File: src/rtl/encoder42_event_capture.sv
// encoder42_event_capture: latches rising edges on four request lines as
// pending events and presents them one at a time as a 2-bit priority index
// with a valid/ready handshake. e is an active-low capture enable.
module encoder42_event_capture #(
    parameter int unsigned PRIO_HIGH = 1
) (
    input  logic       clk,
    input  logic       rst,
    input  logic       e,
    input  logic [3:0] w,
    input  logic       rdy,
    output logic [1:0] y,
    output logic       v,
    output logic [3:0] pend,
    output logic       ovf
);

    localparam int unsigned N_REQ = 4;
    localparam int unsigned IDX_W = 2;

    localparam logic [0:0] ST_IDLE    = 1'b0;
    localparam logic [0:0] ST_PRESENT = 1'b1;

    logic [0:0]       r_state;
    logic [0:0]       w_state_nxt;
    logic [N_REQ-1:0] r_w_q;
    logic [N_REQ-1:0] r_pend;
    logic [IDX_W-1:0] r_y;
    logic             r_v;
    logic             r_ovf;

    logic [N_REQ-1:0] w_rise;
    logic             w_ack;
    logic [N_REQ-1:0] w_clr;
    logic [N_REQ-1:0] w_pend_nxt;
    logic             w_ovf_set;
    logic [IDX_W-1:0] w_prio_idx;
    logic [IDX_W-1:0] w_y_nxt;
    logic             w_v_nxt;

    // Edge detect, acknowledge decode, and pending-set update (set wins over clear)
    always_comb begin
        w_rise     = w & ~r_w_q;
        w_ack      = (r_state == ST_PRESENT) && rdy;
        w_clr      = w_ack ? N_REQ'(4'b0001 << r_y) : '0;
        w_pend_nxt = (r_pend & ~w_clr) | (e ? '0 : w_rise);
        w_ovf_set  = !e && (|(w_rise & r_pend & ~w_clr));
    end

    // Priority index of the registered pending set
    always_comb begin
        w_prio_idx = '0;
        if (PRIO_HIGH != 0) begin
            if (r_pend[3])      w_prio_idx = 2'd3;
            else if (r_pend[2]) w_prio_idx = 2'd2;
            else if (r_pend[1]) w_prio_idx = 2'd1;
            else                w_prio_idx = 2'd0;
        end else begin
            if (r_pend[0])      w_prio_idx = 2'd0;
            else if (r_pend[1]) w_prio_idx = 2'd1;
            else if (r_pend[2]) w_prio_idx = 2'd2;
            else                w_prio_idx = 2'd3;
        end
    end

    // Next-state and presented-event logic
    always_comb begin
        w_state_nxt = r_state;
        w_y_nxt     = r_y;
        w_v_nxt     = r_v;
        case (r_state)
            ST_IDLE: begin
                if (|r_pend) begin
                    w_state_nxt = ST_PRESENT;
                    w_y_nxt     = w_prio_idx;
                    w_v_nxt     = 1'b1;
                end
            end
            ST_PRESENT: begin
                if (rdy) begin
                    w_state_nxt = ST_IDLE;
                    w_v_nxt     = 1'b0;
                end
            end
            default: begin
                w_state_nxt = ST_IDLE;
                w_v_nxt     = 1'b0;
            end
        endcase
    end

    // State and datapath registers with synchronous reset
    always_ff @(posedge clk) begin
        if (rst) begin
            r_state <= ST_IDLE;
            r_w_q   <= '0;
            r_pend  <= '0;
            r_y     <= '0;
            r_v     <= 1'b0;
            r_ovf   <= 1'b0;
        end else begin
            r_state <= w_state_nxt;
            r_w_q   <= w;
            r_pend  <= w_pend_nxt;
            r_y     <= w_y_nxt;
            r_v     <= w_v_nxt;
            r_ovf   <= r_ovf | w_ovf_set;
        end
    end

    assign y    = r_y;
    assign v    = r_v;
    assign pend = r_pend;
    assign ovf  = r_ovf;

endmodule

File: config.mk
export PLATFORM = sky130hd
export DESIGN_NAME = encoder42_event_capture
export DESIGN_NICKNAME = d
export VERILOG_FILES = /design/src/rtl/encoder42_event_capture.sv
export SDC_FILE = /design/constraint.sdc
export NUM_CORES = 1
export LEC_CHECK = 0
export CAP_MARGIN = 10
export CORE_AREA = 2 2 39 41
export DETAILED_ROUTE_END_ITERATION = 10
export DIE_AREA = 0 0 41 43
export PLACE_DENSITY = 0.67
export SYNTH_ARGS = -nofsm -noshare
export SYNTH_HDL_FRONTEND = slang
export SYNTH_SLANG_ARGS = --single-unit
File: constraint.sdc
create_clock -name clk -period 1.51 [get_ports clk]
set_input_delay 0.453 -clock clk [delete_from_list [all_inputs] [get_ports clk]]
set_output_delay 0.453 -clock clk [all_outputs]
set_load 0.005 [all_outputs]
* After elaboration in Yosys (flattened, before gate mapping) *
Cells that the tools add are included.

cells by class
  reductions and logical operators = 7
  bitwise gates (word level) = 9
  equality and inequality tests = 2
  shift-type cells = 1
  multiplexer cells = 11

operators with widths
  cell                                              number
  bitwise AND 4 bit                                 4
  two-way mux 4 bit                                 2
  inverter 4 bit                                    2
  OR reduction 4 bit                                2
  two-way mux 1 bit                                 5
  two-way mux 2 bit                                 2
  inequality test 2 bit (second input constant)     2
  OR 4 bit                                          1
  one-hot mux 1 bit (2 select lines)                2
  AND reduction 2 bit                               2
  << shifter 1 x 2 -> 4 bit (first input constant)  1
  logical AND 1 bit                                 2
  logical NOT 1 bit                                 1
  inverter 1 bit                                    1
  OR 1 bit                                          1

word-level totals
  register bits after elaboration = 13
  input bits = 8
  logic and storage cells = 36
  output and inout port bits = 8

* Longest topological paths before layout *
Gate-level depths: netlist of the first run.

  depth in word-level cells = 7
  mapped depth = 5
  gate-level depth less buffers = 4

* Worst setup path after synthesis of the first run *
No wires, ideal clock.

  path kind = input to register
  start point = input port w[1]
  end point = register r_ovf, in the netlist ovf
  cell stages on the path = 4
  slack = 327 ps
  path buffers = 0
  data required time = 1,373 ps
  setup time = 137 ps
  data arrival time = 1,046 ps
  cell sequence = and3b_1 > o32a_1 > o21ai_0 > a221oi_2

on the way
  longest elaborated chain between the ends = 6

RTL lines
  element                          RTL line  text
  start: declaration               10        input logic [3:0] w,
  bitwise AND 4 bit                43        w_rise = w & ~r_w_q;
  bitwise AND 4 bit (2 in series)  47        w_ovf_set = !e && (|(w_rise & r_pend & ~w_clr));
  OR reduction 4 bit               47
  logical AND 1 bit                47
  OR 1 bit                         107       r_ovf <= r_ovf | w_ovf_set;
  end signal: assignment           107
  end: declaration                 30        logic r_ovf;

Every way passes these cells.
A chain may end at the register's enable or synchronous reset.

* Worst setup path after layout of the first run *
  start point = input port rdy
  end point = register r_ovf, in the netlist ovf

on the way
  longest elaborated chain between the ends = 7

RTL lines
  element             RTL line  text
  start: declaration  11        input logic rdy,
  logical AND 1 bit   44        w_ack = (r_state == ST_PRESENT) && rdy;
  two-way mux 4 bit   45        w_clr = w_ack ? N_REQ'(4'b0001 << r_y) : '0;
  inverter 4 bit      47
  bitwise AND 4 bit   47
  OR reduction 4 bit  47
  logical AND 1 bit   47
  OR 1 bit            107

Every way passes these cells.

==> flow_summary.ini, run 1 <==
[status]
status = finished clean

[sta]
tns_ps = 0
max_slew_margin_pct = 70.3
finClkSkew_ps = 3.69
finalCriticalPeriod_ps = 1470
rsz0062_at_grt = no
fmax_mhz = 682
hold_violations = 0
fin_crit_sh_pct = 97.1
tightestPinTransition_ps = 441
drv_slew = 0
fin_ws_ps = 43.6
setup_viol = 0

[worst_setup_path]
crit_type = primary input to flip-flop
r2r-start = pend[1]
cp.depth = 5
worstSetupEndpointType = flip-flop
start_kind = primary input
critPathLaunch = rdy
worstSetupEndpoint = ovf
crit_buf_inv = 1
path_cells = clkdlybuf4s50_1 > nand3_1 > o32a_1 > o21ai_0 > a221oi_2
arrival_ps = 1620
cp.required_ps = 1670
rrSetupSlack_ps = 200
r2r_end = y[1]
ff2ff_path_depth = 4
max_stage_delay_ps = 540
cp_slowest_cell = clkdlybuf4s50_1
crit_path_max_fanout = 5
critPathTopFamily = buffers and inverters

[run]
max_cap_viol_count = 0

[cts]
root_buffer = clkbuf_4
insertion_delay_ps = 270
cts_hold_buf = 0
htree_levels = 1
cts_made_buffers = 3
path_clk_slew_ps = 80
cts_tree = done
clockBufferDepth = 2
cts_num_sinks = 13

[grt]
grtUsageTotal_pct = 17.4
grt_pass1_wl_mm = 2.08
overflow = 0
antenna_found_initial = 0
grt_pass1_vias = 494
grt_max_degree = 10

[hold_path]
hold_path_class = flip-flop to flip-flop

[synth]
synth_area_leaders = dfxtp_1, a21oi_1, nor2b_1
synth_area_sq_um = 551
avgSynthCellArea_sq_um = 9.33
synth-async-reset-ratio_pct = 0
yosysSeqAreaShare_pct = 47.3
yosysWarnings = 0
synth_top_cell_by_area = dfxtp_1
synth_top_cell_area_share_pct = 47.3
synth_most_common_cell = dfxtp_1
synth-edff-count = 0
syn-instance-count = 59
syn-num-nets = 67
ys.flop_type = dfxtp_1
synthTopCellsByCount = dfxtp_1, a21oi_1, nor2_1, nor2b_1
synth_cell_type_count = 24
ys_ff_latch = 13

[layout]
multi_input_area_sq_um = 268
final_nets = 97
nFillCells = 144
syn_to_final_growth_pct = 49.1
regArea_sq_um = 265
diodes = 0
final_layout_size_suffix_gt1_share_pct = 25.0
fin_util_pct = 59.3

[place]
place_ws_ps = -236
portBuffers = 15
dp_hpwl_microns = 951
gp_congestion = 0.857

[detailed_routing]
route.detailed.drc = 0
drt_iter0_drc = 10
ant_nets = 0
vias = 552
via_per_inst = 5.31
first_pass_iters = 4
wl_per_cell_microns = 12.0
wl_mm = 1.25

[floorplanning]
die_area_sq_mm = 0.00176
die_x_microns = 41
die_h_microns = 43
start_util_pct = 39.8
std_cell_rows = 14
ios = 16
design.core.area_sq_mm = 0.00138

[pwr]
leakagePower_nw = 0.349
vdd_drop_max_mv = 0.511
p_per_area_mw_per_mm2 = 945
-- power by group --
group          internal [W]  switching (W)  leakage, nW
Sequential         0.000374      0.0000179        0.109
Clock              0.000102       0.000112       0.0150
Combinational     0.0000959      0.0000731        0.225
Total              0.000572       0.000203        0.349
-- routing by layer --
metal	wire length, microns	track usage [%]
met1	554	23.3
met2	614	25.3
met3	80	5.76
met4	0	6.00
met5	0	0
-- tightest hold or removal path, delay by kind of cell (launching register included) --
kind / cells / cell delay [ps]
DFF: 1 / 330
AOI/OAI and AO/OA: 1 / 50
and+or+nand+nor: 1 / 70
-- repair_timing --
item / in CTS / in global routing
setup buffers: 2 / 0
gates resized for setup: 12 / 0
endpoints found under the setup margin: 8 / 0
endpoints found under the hold margin: 0 / 0
-- per-stage QoR --
step / instance area [sq um] / cells / total power, W / hold WS [ps]
after global placement: 785 / 98 / 0.000573 / 474
final: 821 / 104 / 0.000775 / 478
after floorplan: 551 / 59 / 0.000478 / 482
after CTS: 821 / 104 / 0.000785 / 487
after detailed placement: 785 / 98 / 0.000576 / 486
after global routing: 821 / 104 / 0.000830 / 533
-- placed cells by master, fill, tap and decap left out, drive strengths merged --
cell	n
o21ai	3
a221oi	1
nor3b	2
clkdlybuf4s50	7
clkbuf	4
dlygate4sd2	8
and3b	2
o211a	1
a211oi	2
o21bai	1
nor2b	5
a21oi	7
nor2	5
nand4	1
nor4	2
nand3	1
o32a	1
buf	12
o31ai	1
o2111ai	1
nand3b	1
nand4b	1
nand2	1
inv	3
dfxtp	13
or3b	2
-- state kept, by name, indices dropped and copies added (netlist names) --
register,flops
pend,4
r_w_q,4
y,2
ovf,1
r_state,1
v,1
-- area by class of cell --
type                            count  share of cell area [%]
Multi-Input combinational cell     41                    32.6
Sequential cell                    13                    32.3
Timing Repair Buffer               27                    28.0
Clock buffer                        4                    3.20
Tap cell                           16                    2.44
Inverter                            3                    1.37
-- cell families after synthesis --
| group | after synthesis | share of synthesized area (%) |
|---|---|---|
| AOI/OAI and AO/OA | 18 | 22.5 |
| and+or+nand+nor | 23 | 26.1 |
| buffers and inverters | 5 | 4.09 |
| DFF | 13 | 47.3 |
-- worst min-delay path by stage --
stage / endpoint / cells after the start / slack [ps] / start
floorplan: v / 2 / 480 / v
global placement: v / 2 / 470 / v
detailed placement: v / 2 / 490 / v
CTS: v / 2 / 490 / v
global route: v / 2 / 530 / v
finish: v / 2 / 480 / v
Power figures use the tool's default switching activity.
==> inputs of run 2 (changes only) <==
--- a/config.mk
+++ b/config.mk
@@ -6,9 +6,10 @@
 export NUM_CORES = 1
 export LEC_CHECK = 0
 export CAP_MARGIN = 10
-export CORE_AREA = 2 2 39 41
+export CORE_AREA = 10 10 47 49
 export DETAILED_ROUTE_END_ITERATION = 10
-export DIE_AREA = 0 0 41 43
+export DIE_AREA = 0 0 57 59
+export HOLD_SLACK_MARGIN = 0.12
 export PLACE_DENSITY = 0.67
 export SYNTH_ARGS = -nofsm -noshare
 export SYNTH_HDL_FRONTEND = slang
==> run 2 against run 1 <==
Net effect:
- die area up 91%
- setup slack better by 39 ps
- core utilization down 0.21 points
- maximum frequency up 2.7%
- clock power up 2%
- register-to-register slack better by 50 ps
- flip-flop and latch count unchanged
- largest cell class unchanged
==> flow_summary.ini, run 2 (synthesis results as in run 1) <==
[status]
status = finished clean

[cts]
root_buffer = clkbuf_4
htree_levels = 1
insertion_delay_ps = 280
cts_made_buffers = 3
cts_tree = done
path_clk_slew_ps = 80
clockBufferDepth = 2
cts_num_sinks = 13
cts_hold_buf = 0

[detailed_routing]
ant_nets = 0
first_pass_iters = 2
wl_per_cell_microns = 13.2
route.detailed.drc = 0
vias = 541
drt_iter0_drc = 3
via_per_inst = 5.15
wl_mm = 1.39

[layout]
finalNonFillerCells = 105
syn_to_final_growth_pct = 50.5
multi_input_area_sq_um = 268
final_layout_size_suffix_gt1_share_pct = 23.6
diodes = 0
final_common_cell = buf_4
most-common-layout-cells = buf_4, dfxtp_1, dlygate4sd2_1
regArea_sq_um = 263
final_nets = 98
nFillCells = 136

[floorplanning]
design.core.area_sq_mm = 0.00140
start_util_pct = 39.3
std_cell_rows = 14
die_x_microns = 57
die_area_sq_mm = 0.00336
ios = 16
die_h_microns = 59

[grt]
antenna_found_initial = 0
grt_max_degree = 10
grt_busiest_layer = met2
grt_pass1_vias = 543
grt_pass1_wl_mm = 2.33
overflow = 0
use_met2_pct = 13.6
grtUsageMet3_pct = 3.86
grt_use_met1_pct = 9.47
grtUsageTotal_pct = 8.67

[sta]
fmax_mhz = 700
tightestPinTransition_ps = 371
finalCriticalPeriod_ps = 1430
hold_violations = 0
finClkSkew_ps = 0.205
max_slew_margin_pct = 75.1
rsz0062_at_grt = no
fin_crit_sh_pct = 94.5
setup_viol = 0
drv_slew = 0
fin_ws_ps = 82.4

[place]
dp_hpwl_mm = 1.10
gp_congestion = 0.811
place_ws_ps = -271
portBuffers = 15
dp.cells = 99

[worst_setup_path]
max_stage_delay_ps = 480
ff2ff_path_depth = 4
cp.required_ps = 1710
path_cells = clkdlybuf4s50_1 > and3b_1 > o32a_1 > o21ai_0 > a221oi_2
worstSetupEndpointType = flip-flop
start_kind = primary input
cp_slowest_cell = clkdlybuf4s50_1
crit_path_max_fanout = 3
arrival_ps = 1630
crit_type = primary input to flip-flop

[pwr]
vdd_drop_max_mv = 0.703
leakagePower_nw = 0.362
p_per_area_mw_per_mm2 = 942

[run]
max_cap_viol_count = 0

[hold_path]
hold_path_class = primary input to flip-flop
hold_depth = 2
[run 2: cell count changes in the layout (fill, tap and decap cells not counted), sizes merged]
| cell | change |
|---|---|
| buf | +1 |
| clkdlybuf4s50 | -1 |
| dlymetal6s2s | +1 |
[run 2: path summary, 6_finish.rpt]
path | endpoint | start | slack [ps]
max | ovf | w[2] | 80
min | r_state | rdy | 480
max reg2reg | ovf | r_state | 250
min reg2reg | v | v | 490
[run 2: metrics by stage]
step	hold slack (ps)	util, %	setup TNS (ps)	power (W)	cell area [sq um]
after detailed placement	485	56.5	-741	0.000580	792
after floorplan	482	-	0	0.000478	551
after global routing	511	59.1	0	0.000828	828
after global placement	473	56.5	-645	0.000576	792
final	484	59.1	0	0.000781	828
after CTS	499	58.9	0	0.000789	826
[run 2: metal layers]
layer	wire (microns)	vias up	share of wire, %
met5	0	-	0
met4	27	0	1.9
met3	95	4	6.9
met2	642	14	46
met1	620	243	45
li1	-	280	-
[run 2: power by group]
group          switching (W)  internal (W)  leakage (nW)
logic              0.0000734     0.0000971         0.239
clock network       0.000116      0.000103        0.0150
registers          0.0000188      0.000372         0.108
[run 2: final cells by class]
cell class	instances	area share, %
Multi-Input combinational cell	41	32.3
Sequential cell	13	31.7
Timing Repair Buffer	28	29.0
Clock buffer	4	3.17
Tap cell	16	2.42
Inverter	3	1.36
[run 2: worst max-delay path, delay by kind of cell]
family	cells	cell delay [ps]
simple gates	1	210
buf+inv	1	480
compound gates	3	490
[run 2: timing repair]
item | in CTS | in global routing
pin swaps | 0 | 0
resized for setup | 10 | 1
buffers inserted | 2 | 0
setup endpoints to repair | 8 | 1
